## src/rtl/serdes_pkg.sv

```systemverilog
// Constants and types shared by the SERDES transmit serializer and the receive decoder.
package serdes_pkg;

    localparam logic [9:0] K28_5_RDP = 10'b1100000101;
    localparam logic [9:0] K28_5_RDN = 10'b0011111010;

    localparam logic RD_NEG = 1'b0;
    localparam logic RD_POS = 1'b1;

    typedef enum logic {
        SYNC = 1'b0,
        RUN  = 1'b1
    } tx_state_t;

endpackage

```

## src/rtl/tx_serializer_if.sv

```systemverilog
// Byte handshake and serial line bundle between a byte source and the transmit serializer.
interface tx_serializer_if;

    logic [7:0] dataIn;
    logic       dataValid;
    logic       dataReady;
    logic       SerialOut;
    logic       wordStart;
    logic       commaOut;

    modport master (
        output dataIn,
        output dataValid,
        input  dataReady,
        input  SerialOut,
        input  wordStart,
        input  commaOut
    );

    modport slave (
        input  dataIn,
        input  dataValid,
        output dataReady,
        output SerialOut,
        output wordStart,
        output commaOut
    );

endinterface

```

## src/rtl/tx_serializer_enc8b10b.sv

```systemverilog
// Combinational 8b/10b encoder: 5b/6b then 3b/4b with running disparity; only K28.5 is legal with k=1.
module enc8b10b
    import serdes_pkg::*;
(
    input  logic [7:0] din,
    input  logic       k,
    input  logic       rdIn,
    output logic [9:0] code,
    output logic       rdOut
);

    logic [4:0] w_x;
    logic [2:0] w_y;
    logic [5:0] w_6b_n;
    logic [5:0] w_6b;
    logic [3:0] w_4b_n;
    logic [3:0] w_4b;
    logic       w_unbal6;
    logic       w_unbal4;
    logic       w_rd6;
    logic       w_a7;

    assign w_x = din[4:0];
    assign w_y = din[7:5];

    // Tables hold the RD- form; the RD+ form is the complement for unbalanced codes and D.7 / D.x.3.
    always_comb begin
        // NOTE: every output gets a default before the case so no path can infer a latch.
        w_6b_n = '0;
        case (w_x)
            5'd0:  w_6b_n = 6'b100111;
            5'd1:  w_6b_n = 6'b011101;
            5'd2:  w_6b_n = 6'b101101;
            5'd3:  w_6b_n = 6'b110001;
            5'd4:  w_6b_n = 6'b110101;
            5'd5:  w_6b_n = 6'b101001;
            5'd6:  w_6b_n = 6'b011001;
            5'd7:  w_6b_n = 6'b111000;
            5'd8:  w_6b_n = 6'b111001;
            5'd9:  w_6b_n = 6'b100101;
            5'd10: w_6b_n = 6'b010101;
            5'd11: w_6b_n = 6'b110100;
            5'd12: w_6b_n = 6'b001101;
            5'd13: w_6b_n = 6'b101100;
            5'd14: w_6b_n = 6'b011100;
            5'd15: w_6b_n = 6'b010111;
            5'd16: w_6b_n = 6'b011011;
            5'd17: w_6b_n = 6'b100011;
            5'd18: w_6b_n = 6'b010011;
            5'd19: w_6b_n = 6'b110010;
            5'd20: w_6b_n = 6'b001011;
            5'd21: w_6b_n = 6'b101010;
            5'd22: w_6b_n = 6'b011010;
            5'd23: w_6b_n = 6'b111010;
            5'd24: w_6b_n = 6'b110011;
            5'd25: w_6b_n = 6'b100110;
            5'd26: w_6b_n = 6'b010110;
            5'd27: w_6b_n = 6'b110110;
            5'd28: w_6b_n = 6'b001110;
            5'd29: w_6b_n = 6'b101110;
            5'd30: w_6b_n = 6'b011110;
            5'd31: w_6b_n = 6'b101011;
        endcase
        w_unbal6 = ($countones(w_6b_n) != 3);
        w_6b     = (rdIn && (w_unbal6 || w_x == 5'd7)) ? ~w_6b_n : w_6b_n;
        w_rd6    = rdIn ^ w_unbal6;

        // A7 avoids a run of five identical bits across the sub-block boundary.
        w_a7 = w_rd6 ? (w_x == 5'd11 || w_x == 5'd13 || w_x == 5'd14)
                     : (w_x == 5'd17 || w_x == 5'd18 || w_x == 5'd20);
        w_4b_n = '0;
        case (w_y)
            3'd0: w_4b_n = 4'b1011;
            3'd1: w_4b_n = 4'b1001;
            3'd2: w_4b_n = 4'b0101;
            3'd3: w_4b_n = 4'b1100;
            3'd4: w_4b_n = 4'b1101;
            3'd5: w_4b_n = 4'b1010;
            3'd6: w_4b_n = 4'b0110;
            3'd7: w_4b_n = w_a7 ? 4'b0111 : 4'b1110;
        endcase
        w_unbal4 = ($countones(w_4b_n) != 2);
        w_4b     = (w_rd6 && (w_unbal4 || w_y == 3'd3)) ? ~w_4b_n : w_4b_n;

        if (k) begin
            code  = (rdIn == RD_POS) ? K28_5_RDP : K28_5_RDN;
            rdOut = ~rdIn;
        end else begin
            code  = {w_6b, w_4b};
            rdOut = w_rd6 ^ w_unbal4;
        end
    end

endmodule

```

## src/rtl/tx_serializer.sv

```systemverilog
// Transmit serializer: comma sync burst after reset, then 8b/10b-encoded bytes or idle commas, MSB first.
module tx_serializer
    import serdes_pkg::*;
#(
    parameter int SYNC_COMMAS = 4
) (
    input  logic           clkTX,
    input  logic           reset,
    tx_serializer_if.slave link
);

    localparam logic [3:0] SYNC_LAST = 4'(SYNC_COMMAS - 1);

    tx_state_t  r_state;
    tx_state_t  w_state_next;
    logic [9:0] r_shift;
    logic [3:0] r_bit_cnt;
    logic [3:0] r_comma_cnt;
    logic       r_rd;
    logic       r_comma;
    logic       w_load;
    logic       w_ready;
    logic       w_take;
    logic [9:0] w_code;
    logic       w_rd_next;

    assign w_load = (r_bit_cnt == 4'd9);
    assign w_take = w_ready & link.dataValid;

    // NOTE: sequential state uses non-blocking assignments so every register samples pre-edge values.
    always_ff @(posedge clkTX) begin
        if (reset) begin
            r_state <= SYNC;
        end else begin
            r_state <= w_state_next;
        end
    end

    always_comb begin
        w_state_next = r_state;
        if (r_state == SYNC && w_load && r_comma_cnt == SYNC_LAST) begin
            w_state_next = RUN;
        end
    end

    always_comb begin
        w_ready = (r_state == RUN) && w_load;
    end

    enc8b10b u_enc (
        .din   (link.dataIn),
        .k     (~w_take),
        .rdIn  (r_rd),
        .code  (w_code),
        .rdOut (w_rd_next)
    );

    // Every load carries a code group: the accepted byte, or a comma when none is offered.
    always_ff @(posedge clkTX) begin
        if (reset) begin
            r_shift     <= '0;
            r_bit_cnt   <= 4'd9;
            r_comma_cnt <= '0;
            r_rd        <= RD_POS;
            r_comma     <= 1'b0;
        end else if (w_load) begin
            r_shift   <= w_code;
            r_bit_cnt <= '0;
            r_rd      <= w_rd_next;
            r_comma   <= ~w_take;
            if (r_state == SYNC) begin
                r_comma_cnt <= r_comma_cnt + 4'd1;
            end
        end else begin
            r_shift   <= {r_shift[8:0], 1'b0};
            r_bit_cnt <= r_bit_cnt + 4'd1;
        end
    end

    assign link.dataReady = w_ready;
    assign link.SerialOut = r_shift[9];
    assign link.wordStart = (r_bit_cnt == 4'd0);
    assign link.commaOut  = r_comma;

endmodule

```

## src/flat_wrapper.sv

```systemverilog
// flat-port wrapper written by rule: the top's interface ports become plain ports
module tx_serializer_flat import serdes_pkg::*;
#(
    parameter int SYNC_COMMAS = 4
)
  (clkTX, reset, link_dataIn, link_dataValid, link_dataReady, link_SerialOut, link_wordStart, link_commaOut);
  tx_serializer_if link_i ();
  input  logic clkTX;
  input  logic reset;
  input wire logic [$bits(link_i.dataIn)-1:0] link_dataIn;
  input wire logic [$bits(link_i.dataValid)-1:0] link_dataValid;
  output wire logic [$bits(link_i.dataReady)-1:0] link_dataReady;
  output wire logic [$bits(link_i.SerialOut)-1:0] link_SerialOut;
  output wire logic [$bits(link_i.wordStart)-1:0] link_wordStart;
  output wire logic [$bits(link_i.commaOut)-1:0] link_commaOut;
  assign link_i.dataIn = link_dataIn;
  assign link_i.dataValid = link_dataValid;
  assign link_dataReady = link_i.dataReady;
  assign link_SerialOut = link_i.SerialOut;
  assign link_wordStart = link_i.wordStart;
  assign link_commaOut = link_i.commaOut;
  tx_serializer #(.SYNC_COMMAS(SYNC_COMMAS)) u_core (.clkTX(clkTX), .reset(reset), .link(link_i));
endmodule
```

## config.mk

```make
export PLATFORM = sky130hd
export DESIGN_NAME = tx_serializer_flat
export DESIGN_NICKNAME = d
export VERILOG_FILES = /design/src/rtl/serdes_pkg.sv /design/src/rtl/tx_serializer_if.sv /design/src/rtl/tx_serializer_enc8b10b.sv /design/src/rtl/tx_serializer.sv /design/src/flat_wrapper.sv
export SDC_FILE = /design/constraint.sdc
export NUM_CORES = 1
export LEC_CHECK = 0
export ABC_AREA = 1
export CORE_MARGIN = 10
export CORE_UTILIZATION = 35
export DETAILED_ROUTE_END_ITERATION = 10
export DONT_BUFFER_PORTS = 1
export SETUP_SLACK_MARGIN = 0.05
export SLEW_MARGIN = 40
export SYNTH_ARGS = -nofsm -noshare
export SYNTH_HDL_FRONTEND = slang
export SYNTH_HIERARCHICAL = 1
export SYNTH_SLANG_ARGS = --single-unit
```

## constraint.sdc

```tcl
create_clock -name clkTX -period 10.8 [get_ports clkTX]
set_clock_uncertainty 0.05 [all_clocks]
set_input_delay 2.7 -clock clkTX [delete_from_list [all_inputs] [get_ports clkTX]]
set_output_delay 2.7 -clock clkTX [all_outputs]
set_load 0.05 [all_outputs]
```

==> results.txt <==
Outcome -> finished clean
Post_cts resized -> 0
Final Hold Vio Count -> 0
Synth unique cells -> 35
Num CTS Buffers -> 3
Gate Count Post-Synth -> 265
Net Sw Power -> 0.134 mW
Critical path type -> in -> reg
Dpl cell area -> 1850 um^2
Root buffer cell -> clkbuf_8
R2r worst-path depth -> 22
Peak supply drop -> 65.4 uV
Post-DRT Antenna Nets -> 0
Slowest stage delay, CP -> 0.45 ns
Die W -> 91.4 um
Postcts setup bufs -> 0
Maxcap violations -> 0
Dominant synthesized flop cell -> dfxtp_1
Antenna violations before repair -> 0
Antenna cells -> 0
Worst Setup End Kind -> register
Rel. slew slack -> 0.583
Tcrit/Tclk final -> 0.673
Io pins -> 15
Internal power -> 0.172 mW
Syn Std Cell Area -> 1780 um^2
Cell mode on critical path -> nand2_1
Synth Area per Inst -> 6.73 um^2
Synth warnings -> 6
PD cells -> 162 nW/um^2
DR vias -> 1,569
P_leak -> 0.982 nW
GR Util All Layers -> 0.0886
Largest net degree at the start of global routing -> 13
Combinational power share -> 0.467
CTS H-tree lvls -> 1
Register area share after synthesis -> 0.236
Die ar. -> 8350 um^2
Die height -> 91.4 um
Vias per inst -> 4.71
Fin area -> 1890 um^2
Final min period -> 7.27 ns
#FFs+latches synth -> 21
Clk pwr share -> 0.162
WL/cell -> 10.5 um
Req. time, crit path -> 10.91 ns
Async set-reset flop share out of synthesis -> 0
RSZ-0062 raised after global routing -> no
Tot Pwr -> 0.306 mW
Placement Rows -> 25
CTS tree -> yes
Clock Latency Late Sink -> 0.26 ns
Core area -> 4820 um^2
Share of cells above drive strength 1 -> 0.124
Area Overhead vs Synth -> 6.03%
Final nets -> 299
Slew Limit Fails -> 0
Sw Ratio -> 0.438
Placer Congestion -> 0.871
Total wire length -> 3.50 mm
Final HPWL DP -> 2.94 mm
Setup violators final -> 0
Starting density of the core -> 0.370
Clk buf depth -> 2
Min-Delay Path Class -> reg -> reg
CP max stage cell -> fa_1
Drc violations -> 0
Maximum achievable frequency -> 0.137 GHz
IO Port Bufs -> 0
Pre-antenna DRT Iters -> 4
Hold path depth -> 2
# clock sinks -> 21
CTS Hold Bufs -> 0
First-pass GRT wire length -> 6.51 mm
Vias in the first global route -> 1,539
Worst slew pin tran -> 0.625 ns
Remaining global-route overflow -> 0
Post-synth EDFFs -> 0
Critical-path maximum fanout -> 7
CP arrival -> 7.38 ns
Initial drt markers -> 63
Setup_tns -> 0 ns
Clock transition at path regs -> 0.07 ns
Syn Nets -> 297
Register share of total power -> 0.371
Startpoint types -> input port
per-stage QoR:
step                       util  cells  hold WS [ns]  setup slack, ns
after floorplan               -    265         0.353             3.83
after global placement    0.382    329         0.358             3.35
after detailed placement  0.383    329         0.359             3.28
after CTS                 0.393    333         0.377             3.54
after global routing      0.393    333         0.401             2.89
final                     0.393    333         0.376             3.53
layout by cell type, fill, tap and decap left out:
cell type and count:
o21ai_1 5, nor2_4 4, o21ai_2 1, nand3_1 15, ha_1 18, nor2_1 15
or2_0 1, nor3_1 2, o2111ai_1 1, a31oi_1 1, nand4_1 1, a22oi_1 1
fa_1 3, clkbuf_8 3, nand3_2 1, a22oi_4 1, o21bai_1 1, o221ai_1 1
nand2_1 89, a21oi_1 7, o211ai_1 3, o21ai_0 9, inv_2 9, nor2_2 4
nand2_4 1, nand2_2 5, xor2_1 7, nor3b_1 1, inv_4 1, inv_1 30
dfxtp_1 21, clkinv_2 1, xnor2_1 1, or2_2 1, o22ai_2 1
state kept, by name, indices dropped and copies added, names as in the netlist:
register and flops:
u_core/r_shift 10, u_core/r_bit_cnt 4, u_core/r_comma_cnt 4, u_core/link.commaOut 1, u_core/r_rd 1, u_core/r_state 1
per-layer routing:
metal  wire length [um]  up-vias  GRT usage  share of wire
met4                 38        0     0.0287          0.011
met2               1560       24      0.143           0.44
met1               1710      701      0.108           0.49
met5                  0        -          0              0
li1                   -      837          -              -
met3                200        7     0.0288          0.057
critical path, delay by kind of cell:
family / cells / cell delay (ns)
AND/OR/NAND/NOR: 19 / 1.64
adder cells (fa/ha/maj): 7 / 2.06
buffers and inverters: 7 / 0.51
AO/OA/AOI/OAI: 3 / 0.49
kinds of logic after synthesis:
family	Yosys count	share of synthesized area
AND/OR/NAND/NOR	140	0.347
buffers and inverters	43	0.101
AO/OA/AOI/OAI	32	0.117
adder cells (fa/ha/maj)	21	0.160
flip-flops	21	0.236
XOR/XNOR	8	0.0393
path summary, 6_finish.rpt:
path / start / end / slack [ns]
max: link_dataIn[1] / u_core/r_shift[3] / 3.53
min: u_core/r_shift[3] / u_core/r_shift[4] / 0.38
max reg2reg: u_core/r_rd / u_core/r_shift[3] / 7.54
min reg2reg: u_core/r_shift[3] / u_core/r_shift[4] / 0.38
cell type report:
cell class	count	area, um^2
Sequential cell	21	420
Clock inverter	1	5.00
Tap cell	67	83.8
Inverter	40	153
Clock buffer	3	41.3
Multi-Input combinational cell	201	1190
Fill cell	535	2930
power groups by stage:
| stage | Sequential (mW) | Combinational [mW] | Clock [mW] |
|---|---|---|---|
| CTS | 0.114 | 0.145 | 0.0524 |
| floorplan | 0.113 | 0.121 | 0 |
| finish | 0.113 | 0.143 | 0.0497 |
| global route | 0.116 | 0.171 | 0.0567 |
| detailed placement | 0.115 | 0.144 | 0 |
| global placement | 0.115 | 0.142 | 0 |
cells in the mapped netlist (4+ instances only):
library cell	number	area [um^2]
nor2_1	17	63.8
o21ai_0	9	45.0
inv_1	30	113
nand2_2	5	31.3
inv_2	9	33.8
ha_1	18	225
o21ai_1	5	25.0
dfxtp_1	21	420
nand3_1	15	75.1
nand2_1	89	334
a21oi_1	7	35.0
nor2_4	4	45.0
xor2_1	7	61.3
Power figures use the tool's default switching activity.
